<file path="config.mk">
export PLATFORM = sky130hd
export DESIGN_NAME = nock_increment
export DESIGN_NICKNAME = d
export VERILOG_FILES = /design/src/rtl/nock_increment.sv
export SDC_FILE = /design/constraint.sdc
export NUM_CORES = 1
export LEC_CHECK = 0
export BUFFER_PORTS_ARGS = -buffer_cell sky130_fd_sc_hd__buf_4
export CORE_MARGIN = 2
export CORE_UTILIZATION = 56
export CTS_CLUSTER_SIZE = 12
export DETAILED_ROUTE_END_ITERATION = 10
export GPL_ROUTABILITY_DRIVEN = 0
export PLACE_DENSITY = 0.87
export SYNTH_ARGS = -nofsm -noshare
export SYNTH_HDL_FRONTEND = slang
export SYNTH_SLANG_ARGS = --single-unit
</file>
<file path="constraint.sdc">
create_clock -name clk -period 6.5 [get_ports clk]
set_input_delay 1.3 -clock clk [delete_from_list [all_inputs] [get_ports clk]]
set_output_delay 1.3 -clock clk [all_outputs]
set_load 0.05 [all_outputs]
</file>
<file path="src/rtl/nock_increment.sv">
`default_nettype none
// ============================================================================
//  Module      : nock_increment
//  Description : Execute-stage operator for Nock opcode 4 (increment).
//                Receives an opcode-4 stack cell from the traversal FSM,
//                computes operand+1 and patches the resulting atom into the
//                parent cell's pointer slot, or overwrites the cell in place
//                when it is the root. It then returns a sys_func/state pair
//                to the traverser.
//
//  Ports
//    clk, rst                  clock; asynchronous active-low reset
//    start                     high while the traversal mux selects this unit
//    in_addr, in_data          opcode-4 stack cell address and word
//    parent_addr               parent of in_addr (all-ones = NIL = root)
//    mem_ready, read_data1     memory completion strobe and read data
//    mem_execute, address1,
//    mem_func, write_data      single-cycle memory request
//    module_address            address the traverser resumes from
//    module_finished           operation complete (held until start drops)
//    error                     error code, 0 = none
//    execute_return_sys_func,
//    execute_return_state      hand-back pair for the traverser
//
//  Word layout : {tag[TAG_W-1:0], hed[NOUN_W-1:0], tel[NOUN_W-1:0]}
//                tag[1] = hed is pointer, tag[0] = tel is pointer
//
//  Revision    : 1.0  initial release
// ============================================================================
module nock_increment #(
    parameter int          ADDR_W    = 11,
    parameter int          NOUN_W    = 28,
    parameter int          TAG_W     = 8,
    parameter int          DATA_W    = TAG_W + 2 * NOUN_W,
    parameter logic [1:0]  FUNC_GET  = 2'd1,
    parameter logic [1:0]  FUNC_SET  = 2'd2,
    parameter logic [3:0]  RET_FUNC  = 4'h0,
    parameter logic [3:0]  RET_STATE = 4'h0
) (
    input  logic                clk,
    input  logic                rst,
    input  logic                start,
    input  logic [ADDR_W-1:0]   in_addr,
    input  logic [DATA_W-1:0]   in_data,
    input  logic [ADDR_W-1:0]   parent_addr,
    input  logic                mem_ready,
    input  logic [DATA_W-1:0]   read_data1,
    output logic                mem_execute,
    output logic [ADDR_W-1:0]   address1,
    output logic [1:0]          mem_func,
    output logic [DATA_W-1:0]   write_data,
    output logic [ADDR_W-1:0]   module_address,
    output logic                module_finished,
    output logic [7:0]          error,
    output logic [3:0]          execute_return_sys_func,
    output logic [3:0]          execute_return_state
);

    localparam logic [ADDR_W-1:0] c_NIL       = {ADDR_W{1'b1}};
    localparam logic [NOUN_W-1:0] c_NOUN_ONES = {NOUN_W{1'b1}};
    localparam logic [NOUN_W-1:0] c_NOUN_ONE  = {{(NOUN_W-1){1'b0}}, 1'b1};
    localparam int                c_TEL_LSB   = 0;
    localparam int                c_HED_LSB   = NOUN_W;
    localparam int                c_TAG_LSB   = 2 * NOUN_W;
    localparam int                c_ADDR_PAD  = NOUN_W - ADDR_W;

    localparam logic [7:0] c_ERR_CELL     = 8'h04;
    localparam logic [7:0] c_ERR_OVERFLOW = 8'h05;
    localparam logic [7:0] c_ERR_ORPHAN   = 8'h06;
    localparam logic [3:0] c_ERR_FUNC     = 4'h3;
    localparam logic [3:0] c_ERR_STATE    = 4'hF;

    typedef enum logic [3:0] {
        S_IDLE    = 4'd0,
        S_CHECK   = 4'd1,
        S_RD_PAR  = 4'd2,
        S_RD_WAIT = 4'd3,
        S_PATCH   = 4'd4,
        S_WR      = 4'd5,
        S_WR_ROOT = 4'd6,
        S_WR_WAIT = 4'd7,
        S_DONE    = 4'd8,
        S_ERROR   = 4'd9
    } state_t;

    state_t              r_state;
    state_t              w_next_state;

    // Latched operation context
    logic [ADDR_W-1:0]   r_in_addr;
    logic [ADDR_W-1:0]   r_parent;
    logic [NOUN_W-1:0]   r_tel;
    logic                r_tel_is_ptr;
    logic [NOUN_W-1:0]   r_res;
    logic [DATA_W-1:0]   r_word;      // parent word, later the patched word
    logic [7:0]          r_error;

    // Patch datapath
    logic [TAG_W-1:0]    w_ptag;
    logic [NOUN_W-1:0]   w_phed;
    logic [NOUN_W-1:0]   w_ptel;
    logic [NOUN_W-1:0]   w_self_ref;
    logic                w_hit_hed;
    logic                w_hit_tel;
    logic [DATA_W-1:0]   w_patched;
    logic                w_is_root;

    // Only the operand tel and its pointer flag matter from the stack cell.
    logic                w_unused;
    assign w_unused = ^{in_data[DATA_W-1:c_TAG_LSB+1], in_data[c_TAG_LSB-1:c_HED_LSB]};

    assign w_is_root  = (r_parent == c_NIL);
    assign w_ptag     = r_word[c_TAG_LSB +: TAG_W];
    assign w_phed     = r_word[c_HED_LSB +: NOUN_W];
    assign w_ptel     = r_word[c_TEL_LSB +: NOUN_W];
    assign w_self_ref = {{c_ADDR_PAD{1'b0}}, r_in_addr};

    // The hed slot wins if both slots happen to point at this cell.
    assign w_hit_hed = w_ptag[1] && (w_phed == w_self_ref);
    assign w_hit_tel = w_ptag[0] && (w_ptel == w_self_ref);

    always_comb begin
        w_patched = r_word;
        if (w_hit_hed) begin
            w_patched[c_HED_LSB +: NOUN_W] = r_res;
            w_patched[c_TAG_LSB + 1]       = 1'b0;
        end else if (w_hit_tel) begin
            w_patched[c_TEL_LSB +: NOUN_W] = r_res;
            w_patched[c_TAG_LSB]           = 1'b0;
        end
    end

    // ------------------------------------------------------------------
    // State register
    // ------------------------------------------------------------------
    always_ff @(posedge clk or negedge rst) begin
        if (!rst) begin
            r_state <= S_IDLE;
        end else begin
            r_state <= w_next_state;
        end
    end

    // ------------------------------------------------------------------
    // Next-state logic. Dropping start anywhere before DONE/ERROR aborts.
    // ------------------------------------------------------------------
    always_comb begin
        w_next_state = r_state;
        case (r_state)
            S_IDLE: begin
                if (start) begin
                    w_next_state = S_CHECK;
                end
            end
            S_CHECK: begin
                if (!start) begin
                    w_next_state = S_IDLE;
                end else if (r_tel_is_ptr || (r_tel == c_NOUN_ONES)) begin
                    w_next_state = S_ERROR;
                end else if (w_is_root) begin
                    w_next_state = S_WR_ROOT;
                end else begin
                    w_next_state = S_RD_PAR;
                end
            end
            S_RD_PAR: begin
                w_next_state = start ? S_RD_WAIT : S_IDLE;
            end
            S_RD_WAIT: begin
                if (!start) begin
                    w_next_state = S_IDLE;
                end else if (mem_ready) begin
                    w_next_state = S_PATCH;
                end
            end
            S_PATCH: begin
                if (!start) begin
                    w_next_state = S_IDLE;
                end else if (w_hit_hed || w_hit_tel) begin
                    w_next_state = S_WR;
                end else begin
                    w_next_state = S_ERROR;
                end
            end
            S_WR, S_WR_ROOT: begin
                w_next_state = start ? S_WR_WAIT : S_IDLE;
            end
            S_WR_WAIT: begin
                if (!start) begin
                    w_next_state = S_IDLE;
                end else if (mem_ready) begin
                    w_next_state = S_DONE;
                end
            end
            S_DONE, S_ERROR: begin
                if (!start) begin
                    w_next_state = S_IDLE;
                end
            end
            default: begin
                w_next_state = S_IDLE;
            end
        endcase
    end

    // ------------------------------------------------------------------
    // Datapath registers
    // ------------------------------------------------------------------
    always_ff @(posedge clk or negedge rst) begin
        if (!rst) begin
            r_in_addr    <= '0;
            r_parent     <= '0;
            r_tel        <= '0;
            r_tel_is_ptr <= 1'b0;
            r_res        <= '0;
            r_word       <= '0;
        end else begin
            case (r_state)
                S_IDLE: begin
                    if (start) begin
                        r_in_addr    <= in_addr;
                        r_parent     <= parent_addr;
                        r_tel        <= in_data[c_TEL_LSB +: NOUN_W];
                        r_tel_is_ptr <= in_data[c_TAG_LSB];
                    end
                end
                S_CHECK: begin
                    // Overflow is trapped in CHECK, so this never wraps when used.
                    r_res <= r_tel + c_NOUN_ONE;
                end
                S_RD_WAIT: begin
                    if (mem_ready) begin
                        r_word <= read_data1;
                    end
                end
                S_PATCH: begin
                    r_word <= w_patched;
                end
                default: begin
                end
            endcase
        end
    end

    // Error code: set on entry to ERROR, cleared whenever the FSM returns to IDLE.
    always_ff @(posedge clk or negedge rst) begin
        if (!rst) begin
            r_error <= 8'h00;
        end else if (w_next_state == S_IDLE) begin
            r_error <= 8'h00;
        end else if (r_state == S_CHECK && w_next_state == S_ERROR) begin
            r_error <= r_tel_is_ptr ? c_ERR_CELL : c_ERR_OVERFLOW;
        end else if (r_state == S_PATCH && w_next_state == S_ERROR) begin
            r_error <= c_ERR_ORPHAN;
        end
    end

    assign error = r_error;

    // ------------------------------------------------------------------
    // Outputs. The memory request is gated with start so that an abort
    // in an issue state never reaches the memory port.
    // ------------------------------------------------------------------
    always_comb begin
        mem_execute             = 1'b0;
        address1                = '0;
        mem_func                = 2'b00;
        write_data              = '0;
        module_address          = '0;
        module_finished         = 1'b0;
        execute_return_sys_func = 4'h0;
        execute_return_state    = 4'h0;
        case (r_state)
            S_RD_PAR: begin
                if (start) begin
                    mem_execute = 1'b1;
                    address1    = r_parent;
                    mem_func    = FUNC_GET;
                end
            end
            S_WR: begin
                if (start) begin
                    mem_execute = 1'b1;
                    address1    = r_parent;
                    mem_func    = FUNC_SET;
                    write_data  = r_word;
                end
            end
            S_WR_ROOT: begin
                if (start) begin
                    mem_execute = 1'b1;
                    address1    = r_in_addr;
                    mem_func    = FUNC_SET;
                    write_data  = {{TAG_W{1'b0}}, {NOUN_W{1'b0}}, r_res};
                end
            end
            S_DONE: begin
                module_finished         = 1'b1;
                module_address          = w_is_root ? r_in_addr : r_parent;
                execute_return_sys_func = RET_FUNC;
                execute_return_state    = RET_STATE;
            end
            S_ERROR: begin
                module_finished         = 1'b1;
                module_address          = r_in_addr;
                execute_return_sys_func = c_ERR_FUNC;
                execute_return_state    = c_ERR_STATE;
            end
            default: begin
            end
        endcase
    end

endmodule
`default_nettype wire

</file>
* Word-level counts from Yosys, hierarchy flattened
Cells that the tools add are included.
W data, S select, Z words.
** Cells by class
- Equal/unequal tests :: 18
- Multiplexer cells :: 42
- Add/subtract/negate cells :: 1
- Reduce and logical (&&, ||, !) cells :: 18
- Bitwise logic cells :: 1
** Operators with widths (count)
- $pmux W64 S2 :: 2
- $mux W64 :: 2
- $mux W28 :: 4
- $eq A28 B11 Y1 :: 2
- $mux W4 :: 11
- $pmux W11 S2 :: 2
- $mux W11 :: 3
- $pmux W4 S8 :: 1
- $add A28 B1 Y28 const B :: 1
- $eq A28 B28 Y1 const B :: 1
- $mux W8 :: 3
- $eq A4 B3 Y1 const B :: 4
- $eq A4 B4 Y1 const B :: 3
- $eq A11 B11 Y1 const B :: 1
- $eq A4 B2 Y1 const B :: 2
- $logic_not A4 Y1 :: 2
- $mux W1 :: 8
- $ne A2 B2 Y1 const B :: 4
- $mux W2 :: 3
- $mux W3 :: 2
- $reduce_and A3 Y1 :: 2
- $reduce_or A2 Y1 :: 3
- $eq A4 B1 Y1 const B :: 1
- $logic_and A1 B1 Y1 :: 4
- 8 further kinds :: 9
** Storage, ports and cells
- Bits in registers :: 155
- Output and inout bits :: 106

* Longest topological paths before layout
- Depth after elaboration :: 11
- Mapped depth :: 8
- Depth with buffers taken out :: 6

* Worst setup path after synthesis
OpenSTA, ideal clock, no wires.
- Kind :: input-to-output
- From :: input port start
- To :: output port address1[0]
- Arrival :: 3629 ps
- Required time :: 5200 ps
- Slack :: 1571 ps
- Cell stages on the path :: 5
- Cell sequence :: nand2b_1 nor3_1 nor3_1 clkbuf_1 nor2_1
** Between the ends
- Cells in the longest elaborated chain, start to end :: 2
- Elaborated cells on any way between the ends :: 3
- Those cells by class :: mux (3)
** RTL lines
- start, declared :: line 42 : input logic start,
- $mux W11 (on tied branches) :: line 290, 275, 282
- $pmux W11 S2 * :: line 273 : case (r_state)
- end, declared :: line 49 : output logic [ADDR_W-1:0] address1,
Every way passes the cells marked *; elsewhere a longest branch is shown, timed or not.

* Worst setup path after layout
- From :: input port start
- To :: output port address1[9]
Same word-level chain as after synthesis.

==> out/metrics.sh <==
STATUS='complete, no violations'
RSZ0062_AT_GRT='no'
COMBINATIONALPOWERSHARE_PCT=33.2
DETAILED_PLACE_HPWL_UM=16600
IO_BUFFER_COUNT=217
TIMING.CRITICAL_PATH.MODE_CELL='sky130_fd_sc_hd__buf_4'
CTSHTREEMAXLEVEL=4
RELATIVE_SLEW_SLACK_PCT=24.9
DRT-WIRELENGTH-PER-CELL_UM=19.5
SYN_TO_FINAL_GROWTH_PCT=27.3
CLKSLEWWORSTSETUPHOLDPATHS_NS=0.06
FINAL_CRITICAL_PATH_SETUP_SLACK_NS=1.56
FLOORPLAN.DIE_AREA_UM2=15500
POST_SYNTH_INST_COUNT=847
FIN_HOLD_WS_NS=0.468
CTS.REPAIR.RESIZED=0
DIODE_INSERTION_COUNT_FOR_ANTENNA_REPAIR=0
CTS-ROOT-BUF='sky130_fd_sc_hd__clkbuf_16'
HIGHEST_DELAY_CELL_ALONG_THE_CRITICAL_PATH='sky130_fd_sc_hd__nor3_1'
FFS_LATCHES_SYNTH=150
ROUTED-VIA-COUNT=7255
NUMBER_OF_ANTENNA_VIOLATIONS_AT_THE_FIRST_CHECK_IN_GLOBAL_ROUTING=0
FLOORPLAN.IO_PINS=260
FINAL_SETUP_FAILS=0
POWER.INTERNAL_W=0.00263
R2R_SETUP_SLACK_NS=3.40
CRITPATHMAXFANOUT=66
CLKLATENCYLATEPIN_NS=0.43
SWITCHING_SHARE_PCT=40.8
GRT_PASS1_WL_UM=37500
TOTAL_LEAKAGE_POWER_nW=4.68
FIRST_GLOBAL_VIAS=7044
FIN_CRIT_NS=4.94
SYNTH.LIB_CELLS_USED.DISTINCT=50
TIGHTEST_SLEW_NS=1.12
ANTENNA_LEFT=0
FP-ROW-COUNT=43
CRIT_PATH_START_KIND='input pin'
YOSYSSEQAREASHARE_PCT=46.3
FINISH.NET_COUNT=1187
FINAL_COMMON_CELL='sky130_fd_sc_hd__buf_4'
REPORT.FINAL.SLEW_VIOL_COUNT=0
SETUP_TNS_NS=0
CLKSINKCOUNT=150
COREAREA_UM2=14000
CRIT_TYPE='input pin to output port'
TRITONCTS_CLOCK_TREE='yes'
DPL_WORST_SLACK_NS=1.57
SEQUENTIALPOWERSHARE_PCT=45.4
GRTUSAGETOTAL_PCT=30.8
HEIGHT_OF_THE_CHIP_UM=124
FINALCLOCKSKEW_NS=0.00942
POST_ROUTE_CELLS_DRIVE_ABOVE_1_SHARE_PCT=32.4
MAX_CLOCK_FREQ_MHz=202
MAXIMUM_CAPACITANCE_VIOLATIONS=0
FILLER_CELL_COUNT=1021
CTS_POST_SETUP_BUFFERS_INSERTED=0
CRITICAL_PATH.CELL_CHAIN='buf_4, nor2b_1, and3_2, nor3_1, nor2_1, buf_4'
LAYOUT_WORST_PATH_CYCLE_SHARE_PCT=76.0
STARTING_DENSITY_PCT=57.8
HP-CLASS='register to register'
DETAIL_ROUTE.ITER0.VIOLATIONS=837
WORST_EP_ARRIVAL_TIME_NS=3.64
FIN_TOTAL_PWR_W=0.00444
MAPPEDNETLISTAREA_UM2=8110
GRT-OVFL-TOTAL=0
AVERAGE_VIAS_PER_PLACED_INSTANCE=5.92
YS_DOMINANT_REG_CELL='sky130_fd_sc_hd__dfrtp_1'
GRT_START_MAX_NET_PINS=81
IR_DROP_mV=0.283
POSTSYNTH.ASYNCRESETSHARE_PCT=100
CTS_BUFFERS=17
CRIT_PATH_MAX_INCR_DELAY_NS=1.04
DRT_DRC_VIOLATIONS_LEFT=0
CLOCK_POWER_SHARE_PCT=21.4
DIE-WIDTH_UM=124
CRIT_PATH_END_KIND='output port'
SWITCHINGPOWER_W=0.00181
CTS.PATH.MAX_BUFFERS=2
P_PER_AREA_nW_PER_UM2=430
EDFF_COUNT_SYNTH=0
HOLD_VIOL=0
DRT_PASS1_ITERATIONS=5
CTSHOLDBUFFERS=0
FINAL_ROUTED_WIRELENGTH_UM=23800
YOSYS_WARNINGS=0
WP_DATA_REQUIRED_NS=5.20
SYNTHESIS.AREA_PER_INSTANCE_UM2=9.58
LAYOUT_COMMON_CELLS='sky130_fd_sc_hd__buf_4, sky130_fd_sc_hd__nand2_1, sky130_fd_sc_hd__dfrtp_1'
[routing by layer]
layer	vias up	global-route usage (%)	part of all wire, %
li1	3314	-	-
met3	67	6.36	7.6
met5	-	0	0
met1	3500	41.2	41
met2	374	48.8	48
met4	0	13.0	3.6
[registers in the layout (all words and copies together), names as in the netlist]
name          count
r_tel            28
r_word           64
r_tel_is_ptr      1
error             3
r_in_addr        11
r_res            28
r_state           4
r_parent         11
[power groups by stage]
stage / combinational [W] / sequential [W] / clock [W]
2_1_floorplan: 0.00119 / 0.00177 / 0
3_3_place_gp: 0.00140 / 0.00195 / 0
3_5_place_dp: 0.00146 / 0.00199 / 0
4_1_cts: 0.00148 / 0.00198 / 0.000956
5_1_grt: 0.00162 / 0.00206 / 0.00100
6_report: 0.00148 / 0.00202 / 0.000948
[worst paths after layout]
check                      startpoint            to  cells past startpoint
max reg2reg                r_word[23]     r_word[5]                      5
min in group asynchronous         rst  r_in_addr[8]                      1
max                             start   address1[9]                      6
max in group asynchronous         rst    r_word[31]                      2
min                        r_word[58]    r_word[58]                      2
min reg2reg                r_word[58]    r_word[58]                      2
[critical path, delay by kind of cell]
kind                   cells  cell delay [ns]
buffers and inverters      2             0.39
AND/OR/NAND/NOR            4             1.95
[kinds of logic (layout without fill, tap and decap cells)]
family	after synthesis	after routing	share of synthesized area, %
AOI/OAI and AO/OA	116	116	10.1
xor gates and xnor gates	48	48	5.18
adders and majority gates	1	1	0.154
buffers and inverters	75	267	4.41
DFF	150	150	46.3
muxes	81	81	11.2
other	1	7	0.0462
and+or+nand+nor	375	375	22.7
[layout make-up]
cell class	instances	area, µm²	area share [%]
clock inverter	14	124	1.20
sequential	150	3750	36.4
multi-input combinational	628	4050	39.2
tap	180	225	2.18
inverter	9	33.8	0.327
timing repair buffer	226	1700	16.5
clock buffer	18	439	4.25
[synth_stat cells (10+ instances only)]
cell                         n  share of area [%]
sky130_fd_sc_hd__xor2_1     21                2.3
sky130_fd_sc_hd__a22o_1     32                3.5
sky130_fd_sc_hd__nor3_1     10               0.62
sky130_fd_sc_hd__buf_4      14                1.3
sky130_fd_sc_hd__nand4_1    42                3.2
sky130_fd_sc_hd__dfrtp_1   150                 46
sky130_fd_sc_hd__xnor2_1    27                2.9
sky130_fd_sc_hd__a21oi_1    43                2.7
sky130_fd_sc_hd__and2_1     49                3.8
sky130_fd_sc_hd__a22oi_1    12                1.1
sky130_fd_sc_hd__nor2_1     56                2.6
sky130_fd_sc_hd__a221o_1    11                1.4
sky130_fd_sc_hd__nand2_1   150                6.9
sky130_fd_sc_hd__clkbuf_1   36                1.7
sky130_fd_sc_hd__mux2_2     70                9.7
sky130_fd_sc_hd__nand3_1    32                2.0
[through the flow]
step,instance area [µm²],instances,util (%)
floorplan,8140,853,-
global placement,9760,1193,69.5
detailed placement,9760,1193,69.5
CTS,10300,1225,73.5
global route,10300,1225,73.5
finish,10300,1225,73.5
Power figures use the tool's default switching activity.
